[src/rtl/mf_disp_pkg.sv]
// mf_disp_pkg -- shared definitions for the display fill engine.
//   FB_BASE_DEF / STRIDE_DEF / ROWS_DEF : framebuffer geometry defaults
//   CMD_BASE / CMD_FRAME_SWITCH_OFS     : display command block, frame-switch register
//   fill_state_t                        : fill engine FSM states
package mf_disp_pkg;

    localparam logic [15:0] FB_BASE_DEF          = 16'h0000;
    localparam int          STRIDE_DEF           = 80;
    localparam int          ROWS_DEF             = 240;
    localparam logic [15:0] CMD_BASE             = 16'hF000;
    localparam logic [15:0] CMD_FRAME_SWITCH_OFS = 16'h0010;

    typedef enum logic [2:0] {
        ST_IDLE,
        ST_CHECK,
        ST_FILL,
        ST_CMD,
        ST_DONE
    } fill_state_t;

endpackage

[src/rtl/mf_disp_fill_addr_gen.sv]
// mf_disp_fill_addr_gen -- row-major address walker for a rectangle fill.
// Ports:
//   sys_clk, reset     : clock, synchronous active-high reset
//   load               : capture x/y/w/h and position at the top-left word
//   adv                : step to the next word (one accepted write)
//   x, y, w, h         : rectangle in word columns / rows (already range-checked)
//   addr               : current framebuffer word address
//   last_word          : current word is the bottom-right corner
module mf_disp_fill_addr_gen
    import mf_disp_pkg::*;
#(
    parameter logic [15:0] FB_BASE = FB_BASE_DEF,
    parameter int          STRIDE  = STRIDE_DEF
) (
    input  logic        sys_clk,
    input  logic        reset,
    input  logic        load,
    input  logic        adv,
    input  logic [6:0]  x,
    input  logic [7:0]  y,
    input  logic [6:0]  w,
    input  logic [7:0]  h,
    output logic [15:0] addr,
    output logic        last_word
);

    logic [6:0]  col;
    logic [7:0]  row;
    logic [15:0] row_base;
    logic [6:0]  x_q;
    logic [6:0]  last_col;
    logic [7:0]  last_row;

    always_ff @(posedge sys_clk) begin
        if (reset) begin
            col      <= '0;
            row      <= '0;
            row_base <= '0;
            x_q      <= '0;
            last_col <= '0;
            last_row <= '0;
        end else if (load) begin
            col      <= x;
            row      <= y;
            // Only multiply at load; the walk itself advances by adding STRIDE.
            row_base <= FB_BASE + 16'(y) * 16'(STRIDE);
            x_q      <= x;
            last_col <= x + w - 7'd1;
            last_row <= y + h - 8'd1;
        end else if (adv) begin
            if (col == last_col) begin
                col      <= x_q;
                row      <= row + 8'd1;
                row_base <= row_base + 16'(STRIDE);
            end else begin
                col <= col + 7'd1;
            end
        end
    end

    assign addr      = row_base + {9'b0, col};
    assign last_word = (col == last_col) && (row == last_row);

endmodule

[src/rtl/mf_disp_fill_eng.sv]
// mf_disp_fill_eng -- fills a rectangle of the framebuffer with one 32-bit word.
// Ports:
//   sys_clk, reset            : clock, synchronous active-high reset
//   fill_start                : one-cycle request, operands sampled with it (IDLE only)
//   fill_x/y/w/h, fill_data   : rectangle (word columns / rows) and fill word
//   fill_busy/done/err        : status; done and err are one-cycle pulses
//   sys_wr_vld/rdy/addr/data  : valid/ready write port into the display memory map
// Build option: MF_DISP_FILL_CMD_EN adds a frame-switch command write after the fill.
//
// state    | meaning
// IDLE     | waiting for fill_start
// CHECK    | empty / bounds check of latched operands
// FILL     | streaming fill words, one per accepted handshake
// CMD      | frame-switch write (MF_DISP_FILL_CMD_EN builds only)
// DONE     | fill_done pulse, back to IDLE
module mf_disp_fill_eng
    import mf_disp_pkg::*;
#(
    parameter logic [15:0] FB_BASE = FB_BASE_DEF,
    parameter int          STRIDE  = STRIDE_DEF,
    parameter int          ROWS    = ROWS_DEF
) (
    input  logic        sys_clk,
    input  logic        reset,
    input  logic        fill_start,
    input  logic [6:0]  fill_x,
    input  logic [7:0]  fill_y,
    input  logic [6:0]  fill_w,
    input  logic [7:0]  fill_h,
    input  logic [31:0] fill_data,
    output logic        fill_busy,
    output logic        fill_done,
    output logic        fill_err,
    output logic        sys_wr_vld,
    input  logic        sys_wr_rdy,
    output logic [15:0] sys_wr_addr,
    output logic [31:0] sys_wr_data
);

    fill_state_t state_q, state_d;

    logic [6:0]  op_x, op_w;
    logic [7:0]  op_y, op_h;
    logic [31:0] op_data;
    logic        err_q, err_set;
    logic        load, adv;
    logic [15:0] fb_addr;
    logic        last_word;
    logic [8:0]  sum_x, sum_y;
    logic        out_of_bounds;

    // Widened sums so a huge x+w or y+h cannot wrap back into range.
    assign sum_x         = {2'b0, op_x} + {2'b0, op_w};
    assign sum_y         = {1'b0, op_y} + {1'b0, op_h};
    assign out_of_bounds = (sum_x > 9'(STRIDE)) || (sum_y > 9'(ROWS));

    mf_disp_fill_addr_gen #(
        .FB_BASE (FB_BASE),
        .STRIDE  (STRIDE)
    ) u_addr_gen (
        .sys_clk   (sys_clk),
        .reset     (reset),
        .load      (load),
        .adv       (adv),
        .x         (op_x),
        .y         (op_y),
        .w         (op_w),
        .h         (op_h),
        .addr      (fb_addr),
        .last_word (last_word)
    );

    always_ff @(posedge sys_clk) begin
        if (reset) begin
            state_q <= ST_IDLE;
            err_q   <= 1'b0;
            op_x    <= '0;
            op_y    <= '0;
            op_w    <= '0;
            op_h    <= '0;
            op_data <= '0;
        end else begin
            state_q <= state_d;
            err_q   <= err_set;
            if (state_q == ST_IDLE && fill_start) begin
                op_x    <= fill_x;
                op_y    <= fill_y;
                op_w    <= fill_w;
                op_h    <= fill_h;
                op_data <= fill_data;
            end
        end
    end

    always_comb begin
        state_d     = state_q;
        load        = 1'b0;
        adv         = 1'b0;
        err_set     = 1'b0;
        fill_busy   = 1'b0;
        fill_done   = 1'b0;
        sys_wr_vld  = 1'b0;
        sys_wr_addr = '0;
        sys_wr_data = '0;
        case (state_q)
            ST_IDLE: begin
                if (fill_start) state_d = ST_CHECK;
            end
            ST_CHECK: begin
                fill_busy = 1'b1;
                if (op_w == 7'd0 || op_h == 8'd0) begin
                    state_d = ST_DONE;
                end else if (out_of_bounds) begin
                    err_set = 1'b1;
                    state_d = ST_IDLE;
                end else begin
                    load    = 1'b1;
                    state_d = ST_FILL;
                end
            end
            ST_FILL: begin
                fill_busy   = 1'b1;
                sys_wr_vld  = 1'b1;
                sys_wr_addr = fb_addr;
                sys_wr_data = op_data;
                if (sys_wr_rdy) begin
                    adv = 1'b1;
                    if (last_word) begin
`ifdef MF_DISP_FILL_CMD_EN
                        state_d = ST_CMD;
`else
                        state_d = ST_DONE;
`endif
                    end
                end
            end
`ifdef MF_DISP_FILL_CMD_EN
            ST_CMD: begin
                fill_busy   = 1'b1;
                sys_wr_vld  = 1'b1;
                sys_wr_addr = CMD_BASE + CMD_FRAME_SWITCH_OFS;
                sys_wr_data = 32'h1;
                if (sys_wr_rdy) state_d = ST_DONE;
            end
`endif
            ST_DONE: begin
                fill_done = 1'b1;
                state_d   = ST_IDLE;
            end
            default: state_d = ST_IDLE;
        endcase
    end

    assign fill_err = err_q;

endmodule
[config.mk]
export PLATFORM = sky130hd
export DESIGN_NAME = mf_disp_fill_eng
export DESIGN_NICKNAME = d
export VERILOG_FILES = /design/src/rtl/mf_disp_pkg.sv /design/src/rtl/mf_disp_fill_addr_gen.sv /design/src/rtl/mf_disp_fill_eng.sv
export SDC_FILE = /design/constraint.sdc
export NUM_CORES = 1
export LEC_CHECK = 0
export CORE_UTILIZATION = 54
export CTS_CLUSTER_SIZE = 40
export DETAILED_ROUTE_END_ITERATION = 6
export GPL_TIMING_DRIVEN = 0
export PLACE_DENSITY = 0.8
export SYNTH_ARGS = -nofsm -noshare
export SYNTH_HDL_FRONTEND = slang
export SYNTH_SLANG_ARGS = --single-unit
[constraint.sdc]
create_clock -name sys_clk -period 3.8 [get_ports sys_clk]
set_clock_uncertainty 0.05 [all_clocks]
set_input_delay 0.38 -clock sys_clk [delete_from_list [all_inputs] [get_ports sys_clk]]
set_output_delay 0.38 -clock sys_clk [all_outputs]
set_load 0.05 [all_outputs]
Yosys cells after proc, flatten, opt, wreduce, memory -nomap -nowiden
Index checks and enable logic that the tools add are counted.

Muxes and demuxes: 26. $mul: 1. Shifts and indexed selects: 0. Add/subtract/negate cells: 10. Equal/unequal tests: 8. Divide/modulo/power cells: 0. Reduce and logical (&&, ||, !) cells: 15. Bitwise gates (word level): 1. Magnitude comparators: 2.

Operators with widths (number): $mux 15 (3); $mux 32 (1); $mux 8 (3); $mux 7 (3); $add 16x7->16 (1); $add 16x7->16 const B (1); $mux 16 (1); $mux 3 (4); $mul 8x3->11 const B (1); $add 8x8->9 (1); $gt 9x8->1 const B (1); $mux 1 (9); $pmux 3 s3 (1); $add 7x7->8 (1); $add 8x1->8 const B (1); $add 8x8->8 (1); $eq 8x8->1 (1); $gt 8x7->1 const B (1); $logic_not 8->1 (1); $sub 8x1->8 const B (1); $add 7x1->7 const B (1); $add 7x7->7 (1); $eq 7x7->1 (1); $logic_not 7->1 (1); 15 further kinds (22).

Input bits: 66. Word-level logic and storage cells: 77. RAM bits: 0. Latch bits: 0. Output and inout bits: 52. Register bits: 119. Memories kept: 0. Memory bits (read-only): 0.

Logic depth before layout (Yosys ltp)
Gate-level depths: netlist of the first run.

Word-level depth: 8. Gate-level depth with buffers: 13. Mapped depth without buffers: 13.

By module
A second synthesis of the first run with hierarchy kept.

Cell total of the unflattened synthesis: 914. Area total of the unflattened synthesis: 7195.7 um^2.

By module, submodules not included: mf_disp_fill_addr_gen (instances 1, seq. area each 980.9 um^2, area an instance 3883.7 um^2, cells an instance 481); mf_disp_fill_eng (instances 1, seq. area each 1321.3 um^2, area an instance 3311.9 um^2, cells an instance 433).

Worst setup path before layout of the first run
No wires, ideal clock.

Kind: register -> register. From: register op_x[0]. To: register u_addr_gen.row_base[8]. Buffers on the path: 2. Path slack: 0.902 ns. Required time: 3.630 ns. Data arrival time: 2.728 ns. Clock period less this slack: 2.898 ns. Stages on the path, launching flop included: 14. Setup time: 0.120 ns. Cells stage by stage: dfxtp_1 > ha_1 > inv_1 > fa_1 > nand2b_1 > a22oi_2 > a31oi_1 > or3b_1 > o32a_1 > a211o_1 > buf_6 > buf_6 > a211oi_1 > nor2_1.

Word-level cells in the longest chain between the ends: 8. Elaborated cells between the ends (all ways): 10. Those cells by class: add/sub (1); order compare (1); mux (4); reduce/logical (4).

RTL lines: from (decl) (RTL line mf_disp_fill_eng.sv:42) `logic [6:0] op_x, op_w;`; from (signal assigned) (RTL line mf_disp_fill_eng.sv:86) `op_x <= fill_x;`; $add 7x7->8 (*) (RTL line mf_disp_fill_eng.sv:53) `assign sum_x = {2'b0, op_x} + {2'b0, op_w};`; $gt 8x7->1 (*) (RTL line mf_disp_fill_eng.sv:55) `assign out_of_bounds = (sum_x > 9'(STRIDE)) || (sum_y > 9'(ROWS));`; $logic_or 1x1->1 (*) (RTL line mf_disp_fill_eng.sv:55); $mux 1 (*) (RTL line mf_disp_fill_eng.sv:113) `end else if (out_of_bounds) begin`; $mux 1 (*) (RTL line mf_disp_fill_eng.sv:111) `if (op_w == 7'd0 || op_h == 8'd0) begin`; $mux 1 (*) (RTL line mf_disp_fill_eng.sv:105) `case (state_q)`; $reduce_bool 2->1 (no source line); $reduce_and 2->1 (no source line); to (signal assigned) (RTL line mf_disp_fill_addr_gen.sv:46) `row_base <= FB_BASE + 16'(y) * 16'(STRIDE);`; to (signal assigned) (RTL line mf_disp_fill_addr_gen.sv:54) `row_base <= row_base + 16'(STRIDE);`; to (decl) (RTL line mf_disp_fill_addr_gen.sv:29) `logic [15:0] row_base;`.

Mark *: on every way between the ends. The rest lies on a longest branch, timed or not. A chain may end at the register's enable or synchronous reset.

Worst setup path after layout of the first run
From: register state_q[0]. To: output sys_wr_data[23].

Word-level cells in the longest chain between the ends: 2.

RTL lines: from (decl) (RTL line mf_disp_fill_eng.sv:40) `fill_state_t state_q, state_d;`; from (signal assigned) (RTL line mf_disp_fill_eng.sv:83) `state_q <= state_d;`; $eq 3x2->1 (RTL line mf_disp_fill_eng.sv:105); $mux 32 (RTL line mf_disp_fill_eng.sv:105); to (decl) (RTL line mf_disp_fill_eng.sv:37) `output logic [31:0] sys_wr_data`.

Every way passes these cells.

==> results of run 1 <==
-- through the flow --
step,cells,hold slack [ns],area [um2]
3_5_place_dp,1187,0.3921,8338
5_1_grt,1218,0.4123,8944
6_report,1218,0.3971,8944
4_1_cts,1218,0.3990,8944
3_3_place_gp,1187,0.3875,8338
2_1_floorplan,899,0.3812,6962
-- sequential cells by signal, summed over array words and instances (netlist names) --
| signal | count |
|---|---|
| u_addr_gen.last_row | 8 |
| u_addr_gen.x_q | 7 |
| op_w | 7 |
| u_addr_gen.col | 7 |
| u_addr_gen.row_base | 12 |
| u_addr_gen.row | 8 |
| op_x | 7 |
| op_data | 32 |
| state_q | 3 |
| u_addr_gen.last_col | 7 |
| op_h | 8 |
| op_y | 8 |
| fill_err | 1 |
-- path summary, 6_finish.rpt --
path | startpoint | endpoint | depth (start not counted)
setup reg to reg | op_x[0] | u_addr_gen.last_row[5] | 12
hold / removal | op_data[15] | op_data[15] | 2
setup / recovery | state_q[0] | sys_wr_data[23] | 7
hold reg to reg | op_data[15] | op_data[15] | 2
-- worst min-delay path: stages, from the launching register on --
cell and delay (ns):
dfxtp_1 0.30, nand2_1 0.05, a21oi_1 0.05
-- cell type report --
cell class,instances,area (um2)
flip-flops and latches,115,2302
multi-input cells,676,4207
plain buffers,50,235.2
clock buffers,29,570.5
fillers,1072,3676
repair buffers,116,1161
inverters,58,217.7
clock inverters,2,35.03
well taps,172,215.2
-- power by group through the flow --
stage	clock, mW	combinational [mW]	sequential (mW)
floorplan	0	0.604	1.37
global placement	0	0.811	1.39
detailed placement	0	0.825	1.40
CTS	1.61	0.843	1.37
global route	1.68	0.940	1.38
finish	1.61	0.844	1.38
-- metal layers --
| layer | wire [um] | vias to the layer above |
|---|---|---|
| met5 | 0 | - |
| met4 | 327 | 0 |
| met3 | 1529 | 27 |
| met2 | 9019 | 215 |
| met1 | 7798 | 2987 |
| li1 | - | 3290 |
-- synthesized netlist by cell type (all sizes together) (4+ instances only) --
master,number,area share [%]
xor2,18,2.3
o21ai,8,0.58
buf,12,1.3
dfxtp,115,33
a211oi,24,3.1
a311oi,4,0.50
nand3,29,2.1
xnor2,38,4.8
and2,41,3.7
fa,6,1.7
nand2b,6,0.54
nor2,53,2.9
a31oi,7,0.63
nor3,14,1.0
and3,9,0.81
or2,5,0.45
nor2b,6,0.54
nand2,177,9.5
a21o,14,1.5
nand4,5,0.45
clkbuf,38,2.1
ha,57,10
a21oi,117,8.5
inv,58,3.1
-- logic make-up after synthesis --
family	after synthesis
xor+xnor	56
buf+inv	108
compound gates	200
mux	1
flops	115
fa+ha+maj	63
simple gates	356
-- placed cells by master (no fill, tap or decap), types with 38 or more instances in the layout --
cell type and count:
clkbuf_1 39, nor2_1 53, ha_1 57, xnor2_1 38, clkdlybuf4s50_1 116, inv_1 58
and2_1 41, dfxtp_1 115, nand2_1 177, a21oi_1 116
==> flow_metrics.env, run 1 <==
export IMPL_outcome="completed"
export IMPL_cp_cell_sequence="nand2b_1, or2_2, inv_1, clkbuf_1, clkbuf_1, and2_1, clkdlybuf4s50_1"
export IMPL_num_antenna_cells=0
export IMPL_routed_via_density=5.352
export IMPL_critPathBufInv=4
export IMPL_drv_cap=0
export IMPL_crit_top_cell="clkbuf_1"
export IMPL_netSwitchingPower_mw=1.104
export IMPL_routabilityCongestion=0.8924
export IMPL_critical_path_max_stage_delay_ns=0.81
export IMPL_die_area_mm2=0.01335
export IMPL_syn_instance_count=899
export IMPL_synth_top_family_by_area="simple AND/OR/NAND/NOR gates"
export IMPL_syn2layout_area_growth_pct=28.47
export IMPL_start_util_pct=55.17
export IMPL_postCtsSetupRepairBufs=0
export IMPL_cts_tree="done"
export IMPL_ys_ff_latch=115
export IMPL_grt_busiest_layer="met2"
export IMPL_period_share_pct=92.44
export IMPL_gr_usage_met3_pct=10.04
export IMPL_async_flop_share_pct=0
export IMPL_synth_edf_count=0
export IMPL_cts_max_path_buffers=2
export IMPL_postSynthAreaPerCell_um2=7.744
export IMPL_final_antenna_net_count=0
export IMPL_antenna_found_initial=0
export IMPL_drtIter0Drc=409
export IMPL_cts_resized=0
export IMPL_hold_buffers=0
export IMPL_port_buffers=116
export IMPL_setup_violations=0
export IMPL_drt_total_wl_mm=18.67
export IMPL_setup_slack_ns=0.2874
export IMPL_place_ws_ns=0.5089
export IMPL_drv_slew=0
export IMPL_relSlewSlack_pct=48.29
export IMPL_cts_buffers_inserted=17
export IMPL_worst_path_max_fanout=10
export IMPL_cp_start_kind="flop"
export IMPL_grt_overflow=0
export IMPL_cts_reportedPaths_clkPinSlew_ns=0.05
export IMPL_dpl_hpwl_mm=13.70
export IMPL_synth_xor_area_share_pct=7.045
export IMPL_seq_area_frac_synth_pct=33.07
export IMPL_placementRows=41
export IMPL_drc_errors=0
export IMPL_ios=118
export IMPL_period_needed_ns=3.513
export IMPL_cts_sinks=115
export IMPL_synth_area_mm2=0.006962
export IMPL_grt_pass1_vias=6200
export IMPL_coreArea_mm2=0.01262
export IMPL_powerDensity_mw_per_mm2=427.8
export IMPL_clk_latency_ns=0.42
export IMPL_swShare_pct=28.86
export IMPL_cp_required_ns=3.37
export IMPL_htreeDepth=4
export IMPL_synth_fp_nets=1028
export IMPL_final_setup_tns_ns=0
export IMPL_leakage_nw=3.606
export IMPL_hold_viol=0
export IMPL_cts_root_buf="clkbuf_16"
export IMPL_ys_types=54
export IMPL_cp_slowest_cell="clkdlybuf4s50_1"
export IMPL_drive_gt1_share_pct=5.258
export IMPL_fp_dieW_um=115.5
export IMPL_rsz0062_at_grt="false"
export IMPL_end_kind="output port"
export IMPL_worstMarginPinSlew_ns=0.7697
export IMPL_cp_top_family="buffers and inverters"
export IMPL_wl_per_cell_um=15.33
export IMPL_path_class="reg -> out"
export IMPL_fmax_mhz=284.7
export IMPL_utilization_pct=70.87
export IMPL_r2r_slack_ns=0.37
export IMPL_p_total_mw=3.826
export IMPL_synth_compound_area_share_pct=18.15
export IMPL_grt_pass1_wl_mm=29.79
export IMPL_yosysWarnings=0
export IMPL_p_int_mw=2.722
export IMPL_hp_class="reg -> reg"
export IMPL_ir_drop_mv=0.4240
export IMPL_first_pass_iters=5
export IMPL_vias=6519
export IMPL_crit_arrival_ns=3.08
export IMPL_die_y_um=115.5
export IMPL_synth_area_mux_share_pct=0.1438
export IMPL_clkPwrFrac_pct=42.0
export IMPL_synthSimpleGateAreaFrac_pct=23.11
export IMPL_met1_usage_pct=33.84
export IMPL_grt_max_degree=17
export IMPL_pwr_share_comb_pct=22.1
export IMPL_pwr_share_seq_pct=36.0
export IMPL_grt_use_total_pct=29.31
export IMPL_gr_usage_met2_pct=50.22
export IMPL_yosys_area_share_adder_pct=11.97
export IMPL_synth_ff_type="dfxtp_1"
export IMPL_nets=1163
(Power assumes the default switching activity.)
==> run 2, diff against run 1 <==
- GPL_TIMING_DRIVEN: 0 -> unset
- SLEW_MARGIN: unset -> 20
==> run 2 against run 1 <==
Hold slack is essentially flat; critical path depth rose by 1; design area fell by 0.99%; count of clock-buffer cells in the layout is 6 lower; worst setup slack gained 0.18 ns; register-to-register slack improved by 0.19 ns; sequential share of layout area increased by 0.26 points; die area unchanged.
==> flow_metrics.env, run 2 (same netlist as run 1, synthesis figures left out) <==
export IMPL_postCtsSetupRepairBufs=0
export IMPL_cts_tree="done"
export IMPL_htreeDepth=4
export IMPL_cts_buffers_inserted=17
export IMPL_utilization_pct=70.17
export IMPL_largest_register_ffs=32
export IMPL_wl_per_cell_um=14.62
export IMPL_p_int_mw=2.812
export IMPL_worstReg2RegEnd="u_addr_gen.row_base[8]"
export IMPL_cts_resized=0
export IMPL_grt_overflow=0
export IMPL_pwr_share_comb_pct=21.0
export IMPL_reg_top3="op_data x32, u_addr_gen.row_base x12"
export IMPL_dpl_hpwl_mm=11.74
export IMPL_worstMarginPinSlew_ns=1.031
export IMPL_swShare_pct=27.97
export IMPL_cp_required_ns=3.37
export IMPL_drt_total_wl_mm=17.27
export IMPL_relSlewSlack_pct=31.27
export IMPL_routabilityCongestion=0.8375
export IMPL_fmax_mhz=300.0
export IMPL_grt_use_total_pct=27.18
export IMPL_rr_worst_depth=11
export IMPL_ir_drop_mv=0.3445
export IMPL_start_util_pct=55.17
export IMPL_cts_reportedPaths_clkPinSlew_ns=0.05
export IMPL_mostFrequentLayoutCells="nand2_1 (176), a21oi_1 (116), clkdlybuf4s50_1 (116)"
export IMPL_cts_sinks=115
export IMPL_final_common_cell="nand2_1"
export IMPL_syn2layout_area_growth_pct=27.19
export IMPL_grt_max_degree=95
export IMPL_path_class="reg -> out"
export IMPL_die_area_mm2=0.01335
export IMPL_fillCellCount=1062
export IMPL_drv_slew=0
export IMPL_drc_errors=0
export IMPL_num_antenna_cells=0
export IMPL_wl_met2_mm=8.175
export IMPL_grt_pass1_vias=5981
export IMPL_pwr_share_seq_pct=35.2
export IMPL_clk_latency_ns=0.41
export IMPL_port_buffers=117
export IMPL_final_cell_area_mm2=0.008855
export IMPL_outcome="completed"
export IMPL_timing_rr_start="op_y[1]"
export IMPL_route_met3_wl_mm=1.263
export IMPL_routed_via_density=5.445
export IMPL_end_kind="output port"
export IMPL_leakage_nw=3.570
export IMPL_first_pass_iters=5
export IMPL_powerDensity_mw_per_mm2=440.9
export IMPL_place_area_mm2=0.008217
export IMPL_crit_end="sys_wr_addr[14]"
export IMPL_antenna_found_initial=0
export IMPL_cts_max_path_buffers=2
export IMPL_grt_pass1_wl_mm=28.32
export IMPL_nets=1125
export IMPL_drtIter0Drc=443
export IMPL_cp_start_kind="flop"
export IMPL_crit_arrival_ns=2.90
export IMPL_setup_violations=0
export IMPL_worst_path_max_fanout=7
export IMPL_cts_root_buf="clkbuf_16"
export IMPL_period_needed_ns=3.334
export IMPL_final_setup_tns_ns=0
export IMPL_clkPwrFrac_pct=43.8
export IMPL_period_share_pct=87.73
export IMPL_highest_layer="met4"
export IMPL_ios=118
export IMPL_coreArea_mm2=0.01262
export IMPL_hp_class="reg -> reg"
export IMPL_final_antenna_net_count=0
export IMPL_drive_gt1_share_pct=5.748
export IMPL_die_y_um=115.5
export IMPL_wl_met1_mm=7.394
export IMPL_r2r_slack_ns=0.56
export IMPL_top_register="op_data"
export IMPL_drv_cap=0
export IMPL_hold_viol=0
export IMPL_instances_no_fill=1181
export IMPL_fp_dieW_um=115.5
export IMPL_placementRows=41
export IMPL_rsz0062_at_grt="false"
export IMPL_place_inst=1149
export IMPL_netSwitchingPower_mw=1.092
export IMPL_hold_buffers=0
export IMPL_startpoint="u_addr_gen.col[4]"
export IMPL_vias=6431
run 2: changes by cell type in the layout (fill, tap and decap cells not counted), sizes merged:
cell,previous run,this run
clkbuf,67,23
clkinvlp,0,2
clkinv,1,3
bufinv,1,4
run 2: how the worst min path moves through the flow:
| stage | startpoint | endpoint | slack (ns) | cells past startpoint |
|---|---|---|---|---|
| final | op_data[30] | op_data[30] | 0.40 | 2 |
| after global routing | op_data[14] | op_data[14] | 0.42 | 2 |
| after CTS | op_data[2] | op_data[2] | 0.40 | 2 |
| after detailed placement | op_data[17] | op_data[17] | 0.39 | 2 |
| after global placement | op_data[8] | op_data[8] | 0.39 | 2 |
| after floorplan | u_addr_gen.x_q[1] | u_addr_gen.x_q[1] | 0.38 | 2 |
run 2: power by group through the flow:
stage | clock, mW | sequential, mW | combinational [mW]
floorplan | 0 | 1.37 | 0.604
global placement | 0 | 1.39 | 0.792
detailed placement | 0 | 1.40 | 0.807
CTS | 1.73 | 1.37 | 0.819
global route | 1.78 | 1.39 | 0.919
finish | 1.71 | 1.37 | 0.819
run 2: metrics by stage:
stage	setup slack [ns]	power, mW	hold slack [ns]
after floorplan	0.9015	1.975	0.3812
after global placement	0.7110	2.185	0.3869
after detailed placement	0.6530	2.202	0.3923
after CTS	0.4213	3.926	0.4000
after global routing	0.2771	4.088	0.4165
final	0.4664	3.904	0.3973
run 2: critical path, cell delays in order, from the launching register on:
cell             delay [ns]
dfxtp_1                0.47
ha_1                   0.24
fa_1                   0.22
a21oi_1                0.07
nor2b_1                0.28
nand3_1                0.14
xor2_1                 0.16
nor2_1                 0.10
clkdlybuf4s50_1        0.81
run 2: cell type report:
cell class,count,area [um2],share of cell area (%)
inverters,58,217.7,2.459
clock buffers,23,488.0,5.511
repair buffers,128,1264,14.27
clock inverters,9,150.1,1.696
well taps,172,215.2,2.430
flip-flops and latches,115,2302,26.00
multi-input cells,676,4218,47.63
run 2: routing by layer:
layer  track usage [%]  up-vias
met4             11.69        0
li1                  -     3213
met3             8.264       41
met1             32.80     2974
met2             44.83      203
met5                 0        -
==> run 3, diff against run 2 <==
--- a/config.mk
+++ b/config.mk
@@ -10,5 +10,5 @@
 export DETAILED_ROUTE_END_ITERATION = 6
 export PLACE_DENSITY = 0.8
-export SLEW_MARGIN = 20
+export SLEW_MARGIN = 5
 export SYNTH_ARGS = -nofsm -noshare
 export SYNTH_HDL_FRONTEND = slang
--- a/constraint.sdc
+++ b/constraint.sdc
@@ -3,3 +3,3 @@
 set_input_delay 0.38 -clock sys_clk [delete_from_list [all_inputs] [get_ports sys_clk]]
 set_output_delay 0.38 -clock sys_clk [all_outputs]
-set_load 0.05 [all_outputs]
+set_load 0.1 [all_outputs]
==> run 3 against run 2 <==
Power shrank 0.10%; sequential share of layout area is 0.33 points higher; worst setup slack worse by 0.086 ns; global-route usage decreased by 0.22 points; via count down 2.1%.
==> flow_metrics.env, run 3 (same netlist as run 1, synthesis figures left out) <==
export IMPL_setup_violations=0
export IMPL_rsz0062_at_grt="false"
export IMPL_postCtsSetupRepairBufs=0
export IMPL_drive_gt1_share_pct=11.07
export IMPL_htreeDepth=4
export IMPL_relSlewSlack_pct=31.41
export IMPL_cts_reportedPaths_clkPinSlew_ns=0.06
export IMPL_routabilityCongestion=0.8741
export IMPL_fmax_mhz=292.4
export IMPL_first_pass_iters=7
export IMPL_grt_pass1_wl_mm=27.99
export IMPL_grt_use_total_pct=26.97
export IMPL_cts_buffers_inserted=17
export IMPL_largest_register_ffs=32
export IMPL_hp_class="reg -> reg"
export IMPL_period_share_pct=89.99
export IMPL_powerDensity_mw_per_mm2=446.1
export IMPL_drtIter0Drc=389
export IMPL_nets=1129
export IMPL_clk_latency_ns=0.42
export IMPL_worstMarginPinSlew_ns=1.026
export IMPL_antenna_found_initial=0
export IMPL_cts_max_path_buffers=2
export IMPL_cp_start_kind="flop"
export IMPL_routed_via_density=5.319
export IMPL_hold_buffers=0
export IMPL_grt_max_degree=94
export IMPL_final_antenna_net_count=0
export IMPL_crit_arrival_ns=3.71
export IMPL_cp_required_ns=4.09
export IMPL_placementRows=41
export IMPL_grt_overflow=0
export IMPL_leakage_nw=3.680
export IMPL_ir_drop_mv=0.3556
export IMPL_dpl_hpwl_mm=11.95
export IMPL_fp_dieW_um=115.5
export IMPL_final_common_cell="nand2_1"
export IMPL_outcome="completed"
export IMPL_path_class="reg -> reg"
export IMPL_vias=6298
export IMPL_wl_per_cell_um=14.39
export IMPL_drt_total_wl_mm=17.03
export IMPL_top_register="op_data"
export IMPL_final_setup_tns_ns=0
export IMPL_die_area_mm2=0.01335
export IMPL_port_buffers=117
export IMPL_grt_pass1_vias=5900
export IMPL_cts_root_buf="clkbuf_16"
export IMPL_cts_tree="done"
export IMPL_p_total_mw=3.900
export IMPL_ios=118
export IMPL_end_kind="flop"
export IMPL_cts_resized=0
export IMPL_cts_sinks=115
export IMPL_mostFrequentLayoutCells="nand2_1 (176), a21oi_1 (116), dfxtp_1 (115)"
export IMPL_syn2layout_area_growth_pct=25.58
export IMPL_hold_viol=0
export IMPL_coreArea_mm2=0.01262
export IMPL_drv_cap=0
export IMPL_worst_path_max_fanout=18
export IMPL_drc_errors=0
export IMPL_die_y_um=115.5
export IMPL_num_antenna_cells=0
export IMPL_start_util_pct=55.17
export IMPL_period_needed_ns=3.420
export IMPL_drv_slew=0
export IMPL_reg_top3="op_data x32, u_addr_gen.row_base x12"
## run 3: worst max-delay path: stages, from the launching register on
cell and delay, ns:
dfxtp_1 0.45, inv_1 0.08, ha_1 0.34, a211oi_2 0.31, or2_0 0.16, a2111oi_0 0.09, or3b_1 0.42, o31ai_4 0.34
a211o_1 0.48, buf_4 0.33, nand3_1 0.10, a31oi_1 0.18
## run 3: final cells by class
class,count,area [um2]
clock buffers,23,508.0
clock inverters,8,122.6
fillers,1062,3877
inverters,58,217.7
multi-input cells,676,4218
flip-flops and latches,115,2302
well taps,172,215.2
repair buffers,132,1159
## run 3: final timing paths
| kind | startpoint | end | slack (ns) | cells after the start |
|---|---|---|---|---|
| worst max-delay path | op_y[1] | u_addr_gen.col[4] | 0.38 | 11 |
| worst min-delay path | op_data[7] | op_data[7] | 0.40 | 2 |
| worst max register to register | op_y[1] | u_addr_gen.col[4] | 0.38 | 11 |
| worst min register to register | op_data[7] | op_data[7] | 0.40 | 2 |
## run 3: report_power, final
| part | internal [mW] | total [mW] | switching [mW] | leakage (nW) |
|---|---|---|---|---|
| logic | 0.360 | 0.846 | 0.486 | 2.44 |
| registers | 1.29 | 1.37 | 0.0771 | 0.938 |
| clock network | 1.13 | 1.68 | 0.557 | 0.303 |
## run 3: layer usage
layer	GRT usage, %	share of wire (%)
met5	0	0
met4	10.30	2.0
met3	8.787	7.6
met2	43.39	45
met1	33.54	45
## run 3: metrics by stage
| step | hold slack, ns | instances | setup slack (ns) | util, % | area, um2 |
|---|---|---|---|---|---|
| detailed placement | 0.3921 | 1153 | 0.4356 | 64.28 | 8112 |
| floorplan | 0.3812 | 899 | 0.1908 | - | 6962 |
| global route | 0.4113 | 1184 | 0.1148 | 69.27 | 8742 |
| CTS | 0.3997 | 1184 | 0.3846 | 69.27 | 8742 |
| global placement | 0.3866 | 1153 | 0.5425 | 64.28 | 8112 |
| finish | 0.3987 | 1184 | 0.3805 | 69.27 | 8742 |
==> patch: new RTL, settings of run 3 <==
Make the reset (`reset`) asynchronous in 2 clocked blocks. Comments in the files are not updated.
--- a/src/rtl/mf_disp_fill_addr_gen.sv
+++ b/src/rtl/mf_disp_fill_addr_gen.sv
@@ -32,5 +32,5 @@
     logic [7:0]  last_row;
 
-    always_ff @(posedge sys_clk) begin
+    always_ff @(posedge sys_clk or posedge reset) begin
         if (reset) begin
             col      <= '0;
--- a/src/rtl/mf_disp_fill_eng.sv
+++ b/src/rtl/mf_disp_fill_eng.sv
@@ -71,5 +71,5 @@
     );
 
-    always_ff @(posedge sys_clk) begin
+    always_ff @(posedge sys_clk or posedge reset) begin
         if (reset) begin
             state_q <= ST_IDLE;
Check against the original RTL: differs if reset is asserted again (counterexample within 4 cycles, from zero or initial values and one cycle with reset high); with reset held inactive, the same outputs for 4 cycles.
==> patch against run 3 <==
- maximum frequency about the same
- wire length decreased by 7.0%
- synthesized area up 0.81%
- worst setup slack gained 2.9 ps
- final area grew 0.90%
- critical endpoint is now u_addr_gen.last_row[4]
- sequential cell count unchanged
Power is not compared: it rests on default switching activity, and its combinational part moved more than twofold at a synthesized area within 25%.
==> patch: results (changes against run 3) <==
Congestion Overflow GR -> 0 (unchanged)
Number of buffers created by CTS -> 17 (unchanged)
Largest regs -> op_data x32, u_addr_gen.row_base x12 (unchanged)
Synth warnings -> 0 (unchanged)
Final Wtd Congestion -> 0.876 (was 0.874)
Worst slew margin -> 33.2% (was 31.4%)
Endpoint arrival time on the critical path -> 3660 ps (was 3710 ps)
Xor and xnor fraction of the mapped netlist area -> 8.49% (was 7.05%)
Net count, final -> 953 (was 1129)
Setup slack, reg-to-reg -> 380 ps
Final hold vios -> 0 (unchanged)
Final Setup Violations -> 0 (unchanged)
Asr flop ratio synth -> 100% (was 0%)
Worst-Skew Late Latency -> 420 ps (about the same)
Vias post-DR -> 5428 (was 6298)
Synthesized-area fraction occupied by ao, oa, aoi and oai cells -> 11.4% (was 18.2%)
CTS HTree Levels -> 4 (unchanged)
Number of post-CTS setup repair buffers -> 0 (unchanged)
Post-Synthesis Net Count -> 840 (was 1028)
Number of instances resized during post-cts repair -> 0 (unchanged)
Number of distinct standard cells referenced by the synthesized netlist -> 52 (was 54)
Number of input and output port buffers inserted -> 117 (unchanged)
Total Routed Length -> 15.8 mm (was 17.0 mm)
Static leakage power -> 4.03 nW
Global-route usage over all layers -> 26.4% (was 27.0%)
Part of the Yosys area used for sequential elements -> 41.0% (was 33.1%)
Synth area leaders -> dfrtp_1, ha_1, mux2_2 (was dfxtp_1, ha_1, nand2_1)
Largest net degree at the start of global routing -> 78 (was 94)
IR Drop Worst-Case VDD -> 0.576 mV
Fraction of layout cells with a size suffix above 1 -> 17.5% (was 11.1%)
Adder-Cell Fraction of Synth Area -> 11.6% (was 12.0%)
Antenna violations before repair -> 0 (unchanged)
Violation count after the first detailed-routing iteration -> 249 (was 389)
Cell at the root of the clock tree -> clkbuf_16 (unchanged)
Global-route wire length before repair -> 26.9 mm (was 28.0 mm)
Multiplexer share of the synthesized area -> 8.33% (was 0.144%)
Worst hold path class -> reg -> reg (unchanged)
Count of filler cells inserted in the layout -> 967 (was 1062)
Via count of the first global-routing pass -> 5700 (was 5900)
Final HPWL from detailed placement -> 11.5 mm (was 11.9 mm)
CP max FO -> 36 (was 18)
Cell types with the highest counts after synthesis -> dfrtp_1, inv_1, ha_1, mux2_2 (was nand2_1, a21oi_1, dfxtp_1, inv_1, ha_1)
Run status -> completed (unchanged)
Clock tree buffer depth -> 2 (unchanged)
Diodes inserted -> 0 (unchanged)
1st-pass router iterations -> 4 (was 7)
Clock Pin Slew Worst Setup and Hold Paths -> 50 ps
## patch: changes by cell type after synthesis, moves of 7 or more
| cell | before | now |
|---|---|---|
| clkbuf_1 | 37 | 24 |
| dfxtp_1 | 115 | 0 |
| o21ai_0 | 7 | 39 |
| nand2_1 | 177 | 49 |
| dfrtp_1 | 0 | 115 |
| mux2_2 | 0 | 51 |
| xnor2_1 | 38 | 49 |
| a21oi_1 | 116 | 36 |
| nand3_1 | 29 | 12 |
| a211oi_2 | 7 | 0 |
## patch: path summary, 6_finish.rpt
check / from / endpoint / depth (start not counted)
setup / recovery: op_x[2] / u_addr_gen.last_row[4] / 10
hold / removal: op_data[18] / op_data[18] / 1
setup reg to reg: op_x[2] / u_addr_gen.last_row[4] / 10
hold reg to reg: op_data[18] / op_data[18] / 1
max in group asynchronous: reset / u_addr_gen.row_base[13] / 3
min in group asynchronous: reset / op_data[8] / 2
## patch: worst max-delay path, stage by stage, from the launching register on
cell and delay, ps:
dfrtp_1 440, inv_1 80, ha_1 400, o21a_1 200
a211o_1 300, a21o_1 180, nor2b_1 130, or3_4 340
a311oi_4 380, buf_4 390, mux2_2 380
## patch: through the flow
| stage | worst slack, ps | hold slack (ps) | cell area [sq um] | cells |
|---|---|---|---|---|
| after floorplan | 326 | 420 | 7020 | 712 |
| after global placement | 517 | 431 | 8250 | 978 |
| after detailed placement | 429 | 438 | 8250 | 978 |
| after CTS | 416 | 450 | 8820 | 1008 |
| after global routing | 227 | 469 | 8820 | 1008 |
| final | 383 | 445 | 8820 | 1008 |
## patch: kinds of logic after synthesis
kind of cell    count (synthesis)
buf+inv                        92
compound gates                127
fa+ha+maj                      62
mux                            52
flops                         115
simple gates                  196
xor+xnor                       68
## patch: layer usage
| layer | up-vias | GRT usage (%) | share of wire, % |
|---|---|---|---|
| met5 | - | 0 | 0 |
| met1 | 2601 | 31.6 | 43 |
| met4 | 0 | 12.7 | 3.0 |
| li1 | 2629 | - | - |
| met3 | 35 | 8.16 | 7.5 |
| met2 | 163 | 43.2 | 47 |
## patch: area by class of cell
type / count / area, sq um / share of cell area, %
tap: 172 / 215 / 2.44
clock buffer: 26 / 529 / 6.00
inverter: 61 / 231 / 2.62
multi-input combinational: 505 / 3780 / 42.8
sequential: 115 / 2880 / 32.6
clock inverter: 4 / 45.0 / 0.511
timing repair buffer: 125 / 1150 / 13.0
## patch: where the power goes
part / switching [W] / internal, W / total [W]
clock: 0.000531 / 0.00101 / 0.00154
sequential: 0.000587 / 0.00184 / 0.00242
combinational: 0.00305 / 0.00222 / 0.00527
total: 0.00417 / 0.00507 / 0.00924
